[config.mk]
export PLATFORM = sky130hd
export DESIGN_NAME = mul16_seq_flat
export DESIGN_NICKNAME = d
export VERILOG_FILES = /design/src/rtl/alu_pkg.sv /design/src/rtl/mul16_seq_if.sv /design/src/rtl/add16.sv /design/src/rtl/mul16_seq.sv /design/src/flat_wrapper.sv
export SDC_FILE = /design/constraint.sdc
export NUM_CORES = 1
export LEC_CHECK = 0
export ABC_AREA = 1
export CORE_MARGIN = 2
export CORE_UTILIZATION = 55
export DETAILED_ROUTE_END_ITERATION = 10
export PLACE_DENSITY = 0.94
export SYNTH_ARGS = -nofsm -noshare
export SYNTH_HDL_FRONTEND = slang
export SYNTH_SLANG_ARGS = --single-unit
[constraint.sdc]
create_clock -name clk -period 4 [get_ports clk]
set_input_delay 1.2 -clock clk [delete_from_list [all_inputs] [get_ports clk]]
set_output_delay 1.2 -clock clk [all_outputs]
set_load 0.02 [all_outputs]
[src/rtl/alu_pkg.sv]
// Shared ALU definitions used by the sequential multiplier and its bus interface.
package alu_pkg;
   localparam int MUL_W    = 16;
   localparam int MUL_ITER = 16;

   typedef enum logic {
      IDLE = 1'b0,
      RUN  = 1'b1
   } mul_state_t;
endpackage

[src/rtl/mul16_seq_if.sv]
// Start/busy/done handshake and operand/result bus for the sequential multiplier.
interface mul16_seq_if;
   import alu_pkg::*;

   logic                 start;
   logic [MUL_W-1:0]     a;
   logic [MUL_W-1:0]     b;
   logic [2*MUL_W-1:0]   product;
   logic                 busy;
   logic                 done;

   modport master (output start, a, b, input product, busy, done);
   modport slave  (input start, a, b, output product, busy, done);
endinterface

[src/rtl/add16.sv]
// 16-bit combinational ripple adder with carry in/out.
module add16 (
   input  logic [15:0] a,
   input  logic [15:0] b,
   input  logic        c_in,
   output logic [15:0] sum,
   output logic        c_out
);
   assign {c_out, sum} = {1'b0, a} + {1'b0, b} + {16'h0, c_in};
endmodule

[src/rtl/mul16_seq.sv]
// Unsigned 16x16->32 shift-add multiplier, one add16 pass per cycle, 16 iterations.
// state | meaning
// IDLE  | waiting for start; product holds the last result
// RUN   | iterating; product shows partial values
module mul16_seq
   import alu_pkg::*;
(
   input  logic         clk,
   input  logic         rst_n,
   mul16_seq_if.slave   bus
);
   mul_state_t        state_q, state_d;
   logic [MUL_W-1:0]  mcand_q;
   logic [MUL_W-1:0]  hi_q;
   logic [MUL_W-1:0]  lo_q;
   logic [3:0]        cnt_q;
   logic              done_q, done_d;
   logic              load, step;

   logic [MUL_W-1:0]  add_b;
   logic [MUL_W-1:0]  sum;
   logic              c_out;

   assign add_b = lo_q[0] ? mcand_q : '0;

   add16 u_add16 (
      .a     (hi_q),
      .b     (add_b),
      .c_in  (1'b0),
      .sum   (sum),
      .c_out (c_out)
   );

   always_comb begin
      state_d = state_q;
      done_d  = 1'b0;
      load    = 1'b0;
      step    = 1'b0;
      case (state_q)
         IDLE: begin
            if (bus.start) begin
               load    = 1'b1;
               state_d = RUN;
            end
         end
         RUN: begin
            step = 1'b1;
            if (cnt_q == 4'(MUL_ITER - 1)) begin
               state_d = IDLE;
               done_d  = 1'b1;
            end
         end
         default: state_d = IDLE;
      endcase
   end

   always_ff @(posedge clk or negedge rst_n) begin
      if (!rst_n) begin
         state_q <= IDLE;
         done_q  <= 1'b0;
      end else begin
         state_q <= state_d;
         done_q  <= done_d;
      end
   end

   // Carry-out becomes the new MSB of hi; the bit shifted out of the sum enters lo.
   always_ff @(posedge clk or negedge rst_n) begin
      if (!rst_n) begin
         mcand_q <= '0;
         hi_q    <= '0;
         lo_q    <= '0;
         cnt_q   <= '0;
      end else if (load) begin
         mcand_q <= bus.a;
         hi_q    <= '0;
         lo_q    <= bus.b;
         cnt_q   <= '0;
      end else if (step) begin
         hi_q    <= {c_out, sum[MUL_W-1:1]};
         lo_q    <= {sum[0], lo_q[MUL_W-1:1]};
         cnt_q   <= cnt_q + 4'd1;
      end
   end

   assign bus.product = {hi_q, lo_q};
   assign bus.busy    = (state_q == RUN);
   assign bus.done    = done_q;
endmodule

[src/flat_wrapper.sv]
// flat-port wrapper written by rule: the top's interface ports become plain ports
module mul16_seq_flat import alu_pkg::*;
  (clk, rst_n, bus_start, bus_a, bus_b, bus_product, bus_busy, bus_done);
  mul16_seq_if bus_i ();
  input  logic clk;
  input  logic rst_n;
  input wire logic [$bits(bus_i.start)-1:0] bus_start;
  input wire logic [$bits(bus_i.a)-1:0] bus_a;
  input wire logic [$bits(bus_i.b)-1:0] bus_b;
  output wire logic [$bits(bus_i.product)-1:0] bus_product;
  output wire logic [$bits(bus_i.busy)-1:0] bus_busy;
  output wire logic [$bits(bus_i.done)-1:0] bus_done;
  assign bus_i.start = bus_start;
  assign bus_i.a = bus_a;
  assign bus_i.b = bus_b;
  assign bus_product = bus_i.product;
  assign bus_busy = bus_i.busy;
  assign bus_done = bus_i.done;
  mul16_seq u_core (.clk(clk), .rst_n(rst_n), .bus(bus_i));
endmodule
Word-level counts from Yosys, hierarchy flattened
Index checks and enable logic that the tools add are counted.
Cells by class
  add/subtract/negate cells: 2
  equal/unequal tests: 1
  muxes and demuxes: 14
  bitwise gates (word level): 1
  reduce and logical (&&, ||, !) cells: 1
Operators by type and width (count)
  16-bit 2-to-1 mux: 5
  16-bit by 16-bit adder with 17-bit output: 1
  4-bit 2-to-1 mux: 2
  1-bit 2-to-1 mux: 6
  4-bit by 1-bit adder with 4-bit output (second input constant): 1
  4-bit == test (second input constant): 1
  1-bit one-hot mux with 2 select lines: 1
  2-bit nonzero test: 1
  1-bit inverter: 1
Word-level totals
  flip-flop bits (word level): 54
  input bits: 35
  output and inout bits: 34
  word-level logic and storage cells: 25

Logic depth before layout (Yosys ltp)
  depth after elaboration: 4
  depth in mapped cells: 16
  gate-level depth less buffers: 14

Cells and area by module
Synthesis repeated with hierarchy kept, for this count alone.
Second synthesis, totals
  cell total of the unflattened synthesis: 471
  area, all modules: 3668.5 sq um
Modules (own cells, without submodules)
  mul16_seq: instances 1, cells an instance 287, area each 2690.1 sq um, seq. area each 1351.3 sq um
  add16: instances 1, cells an instance 184, area each 978.4 sq um, seq. area each 0.0 sq um

Worst setup path after synthesis
No wires, ideal clock.
  kind: register to register
  from: reg u_core.lo_q[0]
  to: reg u_core.hi_q[7]
  library setup time: 0.126 ns
  arrival: 2.094 ns
  data required time: 3.874 ns
  setup slack: 1.780 ns
  cell stages (with the launch flop): 16
  buffers on the path: 2
  period minus slack after synthesis: 2.220 ns
  cell sequence: dfrtp_1 > clkbuf_1 > buf_2 > nand2_1 > inv_1 > ha_1 > inv_1 > fa_1 > inv_1 > nand3_1 > nand3_1 > nand2_1 > nand3_1 > nand2_1 > nand2_1 > o21ai_0
On the way
  cells in the longest elaborated chain, start to end: 4
RTL lines
  start: declaration: RTL line mul16_seq.sv:15  | logic [MUL_W-1:0] lo_q;
  start signal: assignment: RTL line mul16_seq.sv:77  | lo_q <= bus.b;
  start signal: assignment: RTL line mul16_seq.sv:81  | lo_q <= {sum[0], lo_q[MUL_W-1:1]};
  16-bit 2-to-1 mux: RTL line mul16_seq.sv:24  | assign add_b = lo_q[0] ? mcand_q : '0;
  16-bit by 16-bit adder with 17-bit output: RTL line add16.sv:9  | assign {c_out, sum} = {1'b0, a} + {1'b0, b} + {16'h0, c_in};
  16-bit 2-to-1 mux: RTL line mul16_seq.sv:79  | end else if (step) begin
  16-bit 2-to-1 mux: RTL line mul16_seq.sv:74  | end else if (load) begin
  end signal: assignment: RTL line mul16_seq.sv:80  | hi_q <= {c_out, sum[MUL_W-1:1]};
  end: declaration: RTL line mul16_seq.sv:14  | logic [MUL_W-1:0] hi_q;
No other way between the ends. The select of a mux whose other input is x is not followed.
A chain may end at the register's enable or synchronous reset.

Worst setup path after layout
  from: reg u_core.lo_q[0]
  to: out bus_product[0]
RTL lines
  end: declaration: RTL line flat_wrapper.sv:10  | output wire logic [$bits(bus_i.product)-1:0] bus_product;
No word-level cell between the ends.

==> summary.txt <==
Status
  – Status: completed

Place
  – Routability Congestion: 0.914
  – Port buffer count: 68
  – Area of placed instances: 3990 um2
  – DP Cell Count: 589
  – DP Wirelength: 6330 um

Synth
  – Synth unique cells: 31
  – YS warnings: 0
  – Syn Nets: 509
  – Syn avg cell area: 7.18 um2
  – Yosys reg bits: 54
  – Sequential fraction of the synthesis area: 0.413
  – Synthesized area: 3270 um2
  – Gate Count Post-Synth: 456

STA
  – Setup TNS: 0 ps
  – Final setup vio count: 0
  – Max Slew Vio Count: 0
  – Final Hold Viols: 0
  – Post-route clock period utilization: 0.736
  – Highest clock rate: 340 MHz
  – Unrepaired setup endpoints after global routing: false
  – Worst Skew: 12.1 ps
  – Worst Tran Pin Value: 724 ps
  – Worst slew margin: 0.518
  – Fin crit period: 2940 ps

Clock tree
  – Post-CTS setup repair buffer count: 0
  – CTS tree: yes
  – Clk_lat worst skew: 320 ps
  – Clock buffer depth: 2
  – Hold buffer count at CTS: 0
  – H-tree Lvls: 2
  – Root Buffer: clkbuf_8
  – CTS Sinks: 54
  – Reg clk slew, reported paths: 100 ps
  – Resized Gates After CTS: 0
  – Cts bufs inserted: 5

Setup path
  – Crit-path max FO: 18
  – R2r setup slk: 1630 ps
  – CP required: 2800 ps
  – Crit path kind: flip-flop to primary output
  – CP cell instances: clkdlybuf4s50_1
  – Slowest stage delay, CP: 730 ps
  – Setup crit end kind: primary output
  – Slowest-stage cell, CP: clkdlybuf4s50_1
  – R2R cell count: 13
  – Worst R2R End: u_core.hi_q[11]$_DFFE_PN0P_
  – R2r startpoint: u_core.lo_q[0]$_DFFE_PN0P_
  – Buf+Inv Stages, Crit Path: 1
  – Setup crit start kind: flip-flop
  – Crit-path leading delay family: buffers and inverters
  – Arr. time, crit path: 1740 ps

Power and ir drop
  – Sw Share: 0.466
  – Logic pwr share: 0.571
  – Pwr dens: 769 nW/um2
  – Clk pwr share: 0.108
  – Int Pwr: 1680 uW
  – Lkg Pwr: 0.00222 uW
  – Sw power: 1460 uW
  – Maximum VDD drop: 0.430 mV
  – Reg power frac: 0.321

Min path
  – Hold Path Depth: 2
  – Hold Path End: u_core.mcand_q[6]$_DFFE_PN0P_
  – Hold WC Path Type: flip-flop to flip-flop
  – Hold Startpoint: u_core.mcand_q[6]$_DFFE_PN0P_

Detailed routing
  – DRT antenna net count: 0
  – # DRC: 0
  – Vias: 3233
  – Routed wire per std cell: 14.3 um
  – Initial DRC Count: 201
  – DR pass1 iterations: 5
  – WL final: 8530 um
  – Vias/cell: 5.42

Global route
  – Antenna violations before repair: 0
  – Vias in the first global route: 3073
  – Grt ovf: 0
  – Total GRT Usage: 0.273
  – Largest net degree at the start of global routing: 34
  – First-pass GRT wire length: 13800 um

Die
  – Core Area: 5850 um2
  – Initial core utilization: 0.559
  – Num rows: 28
  – Die ar.: 6580 um2
  – Die height: 81.1 um
  – Die width: 81.1 um
  – Io pins: 69

Cells and area
  – Share of cells above drive strength 1: 0.0651
  – FILL cells: 436
  – Design area: 4090 um2
  – N_diodes: 0
  – Area grow syn2layout: 24.9%
  – Fin nets: 574
  – Post-Layout Cell Count: 597

Job
  – Max cap viols: 0
==> cells by family (layout without fill, tap and decap cells) <==
kind of cell	after synthesis	in the layout	synth area share
and+or+nand+nor	264	264	0.341
buffers and inverters	84	150	0.105
DFF	54	54	0.413
AOI/OAI and AO/OA	36	36	0.0704
adders and majority gates	18	18	0.0711
==> per-stage QoR <==
stage | util | hold slack [ps] | power, uW | setup WS (ps)
6_report | 0.698 | 497 | 3140 | 1060
5_1_grt | 0.698 | 520 | 3360 | 986
4_1_cts | 0.698 | 494 | 3130 | 1060
3_5_place_dp | 0.682 | 466 | 2790 | 1260
3_3_place_gp | 0.682 | 463 | 2690 | 1360
2_1_floorplan | - | 449 | 2150 | 1780
==> power groups by stage <==
stage | logic (uW) | clock network (uW) | registers, uW
5_1_grt | 1970 | 349 | 1040
4_1_cts | 1780 | 338 | 1010
6_report | 1790 | 339 | 1010
3_5_place_dp | 1770 | 0 | 1020
3_3_place_gp | 1690 | 0 | 1000
2_1_floorplan | 998 | 0 | 1150
==> final cells by class <==
class | instances | area (um2) | area share
multi-input combinational | 318 | 1580 | 0.386
timing repair buffer | 71 | 698 | 0.171
sequential | 54 | 1350 | 0.331
inverter | 71 | 269 | 0.0658
tap | 75 | 93.8 | 0.0230
clock buffer | 7 | 86.3 | 0.0211
clock inverter | 1 | 8.76 | 0.00214
==> worst reg2reg max path: stages, from the launching register on <==
cell	delay [ps]
dfrtp_1	700
nand2_1	100
inv_1	70
ha_1	150
inv_1	60
fa_1	360
inv_1	120
nand3_1	80
nand3_1	150
nand3_1	120
nand3_1	90
nand2_1	50
nand3_1	130
nand2_1	90
==> cells in the mapped netlist <==
| cell type | instances | area (um2) |
|---|---|---|
| buf_2 | 8 | 40.0 |
| nand2_4 | 1 | 11.3 |
| o221ai_1 | 6 | 52.6 |
| o21ai_0 | 8 | 40.0 |
| nor2_1 | 16 | 60.1 |
| nand3b_1 | 2 | 15.0 |
| buf_4 | 4 | 30.0 |
| o211ai_1 | 8 | 60.1 |
| nand2_2 | 7 | 43.8 |
| nor2_2 | 1 | 6.26 |
| clkbuf_1 | 1 | 3.75 |
| nor3_2 | 4 | 40.0 |
| o22ai_1 | 1 | 6.26 |
| o21ai_1 | 1 | 5.00 |
| nand2_1 | 202 | 758 |
| nor2_4 | 1 | 11.3 |
| inv_2 | 4 | 15.0 |
| inv_1 | 66 | 248 |
| fa_1 | 1 | 20.0 |
| or2_4 | 1 | 8.76 |
| a21oi_1 | 10 | 50.1 |
| or2_2 | 1 | 6.26 |
| nand3_2 | 2 | 20.0 |
| ha_1 | 17 | 213 |
| a21boi_0 | 1 | 7.51 |
| inv_4 | 1 | 6.26 |
| and2_1 | 1 | 6.26 |
| a22o_1 | 1 | 8.76 |
| dfrtp_1 | 54 | 1350 |
| nand3_1 | 23 | 115 |
| nand4_1 | 2 | 12.5 |
==> worst max-delay path by stage <==
stage          cells past startpoint                        from                         end
3_5_place_dp                       5                   bus_start  u_core.lo_q[8]$_DFFE_PN0P_
3_3_place_gp                       5                   bus_start  u_core.lo_q[3]$_DFFE_PN0P_
6_report                           1  u_core.lo_q[0]$_DFFE_PN0P_              bus_product[0]
4_1_cts                            1  u_core.lo_q[0]$_DFFE_PN0P_              bus_product[0]
5_1_grt                            1  u_core.lo_q[0]$_DFFE_PN0P_              bus_product[0]
2_1_floorplan                     15  u_core.lo_q[0]$_DFFE_PN0P_  u_core.hi_q[7]$_DFFE_PN0P_
==> registers in the layout, summed over array words and instances (netlist names) <==
name and flops:
u_core.cnt_q 4, u_core.bus.done 1, u_core.hi_q 16, u_core.lo_q 16, u_core.mcand_q 16, u_core.bus.busy 1
==> cell usage in the layout, fill, tap and decap left out <==
| master | netlist | layout |
|---|---|---|
| nor2_1 | 16 | 16 |
| clkbuf_1 | 1 | 1 |
| clkbuf_8 | 0 | 6 |
| nor2_2 | 1 | 1 |
| o21ai_1 | 1 | 1 |
| nand4_1 | 2 | 2 |
| inv_1 | 66 | 66 |
| or2_2 | 1 | 1 |
| a21boi_0 | 1 | 1 |
| nand3b_1 | 2 | 2 |
| nand2_1 | 202 | 202 |
| o21ai_0 | 8 | 8 |
| nand2_4 | 1 | 1 |
| inv_6 | 0 | 1 |
| a22o_1 | 1 | 1 |
| inv_4 | 1 | 1 |
| or2_4 | 1 | 1 |
| o22ai_1 | 1 | 1 |
| nand3_1 | 23 | 23 |
| o211ai_1 | 8 | 8 |
| nand3_2 | 2 | 2 |
| o221ai_1 | 6 | 6 |
| buf_2 | 8 | 1 |
| nor3_2 | 4 | 4 |
| inv_2 | 4 | 4 |
| ha_1 | 17 | 17 |
| dfrtp_1 | 54 | 54 |
| nand2_2 | 7 | 7 |
| clkdlybuf4s50_1 | 0 | 67 |
| buf_4 | 4 | 3 |
| and2_1 | 1 | 1 |
| a21oi_1 | 10 | 10 |
| nor2_4 | 1 | 1 |
| fa_1 | 1 | 1 |
==> layer usage <==
metal / part of all wire / up-vias / track usage / wire length, um
li1: - / 1540 / - / -
met1: 0.40 / 1539 / 0.339 / 3430
met5: 0 / - / 0 / 0
met3: 0.056 / 18 / 0.0289 / 474
met4: 0.018 / 0 / 0.0797 / 157
met2: 0.52 / 136 / 0.499 / 4460
(Power assumes the default switching activity.)
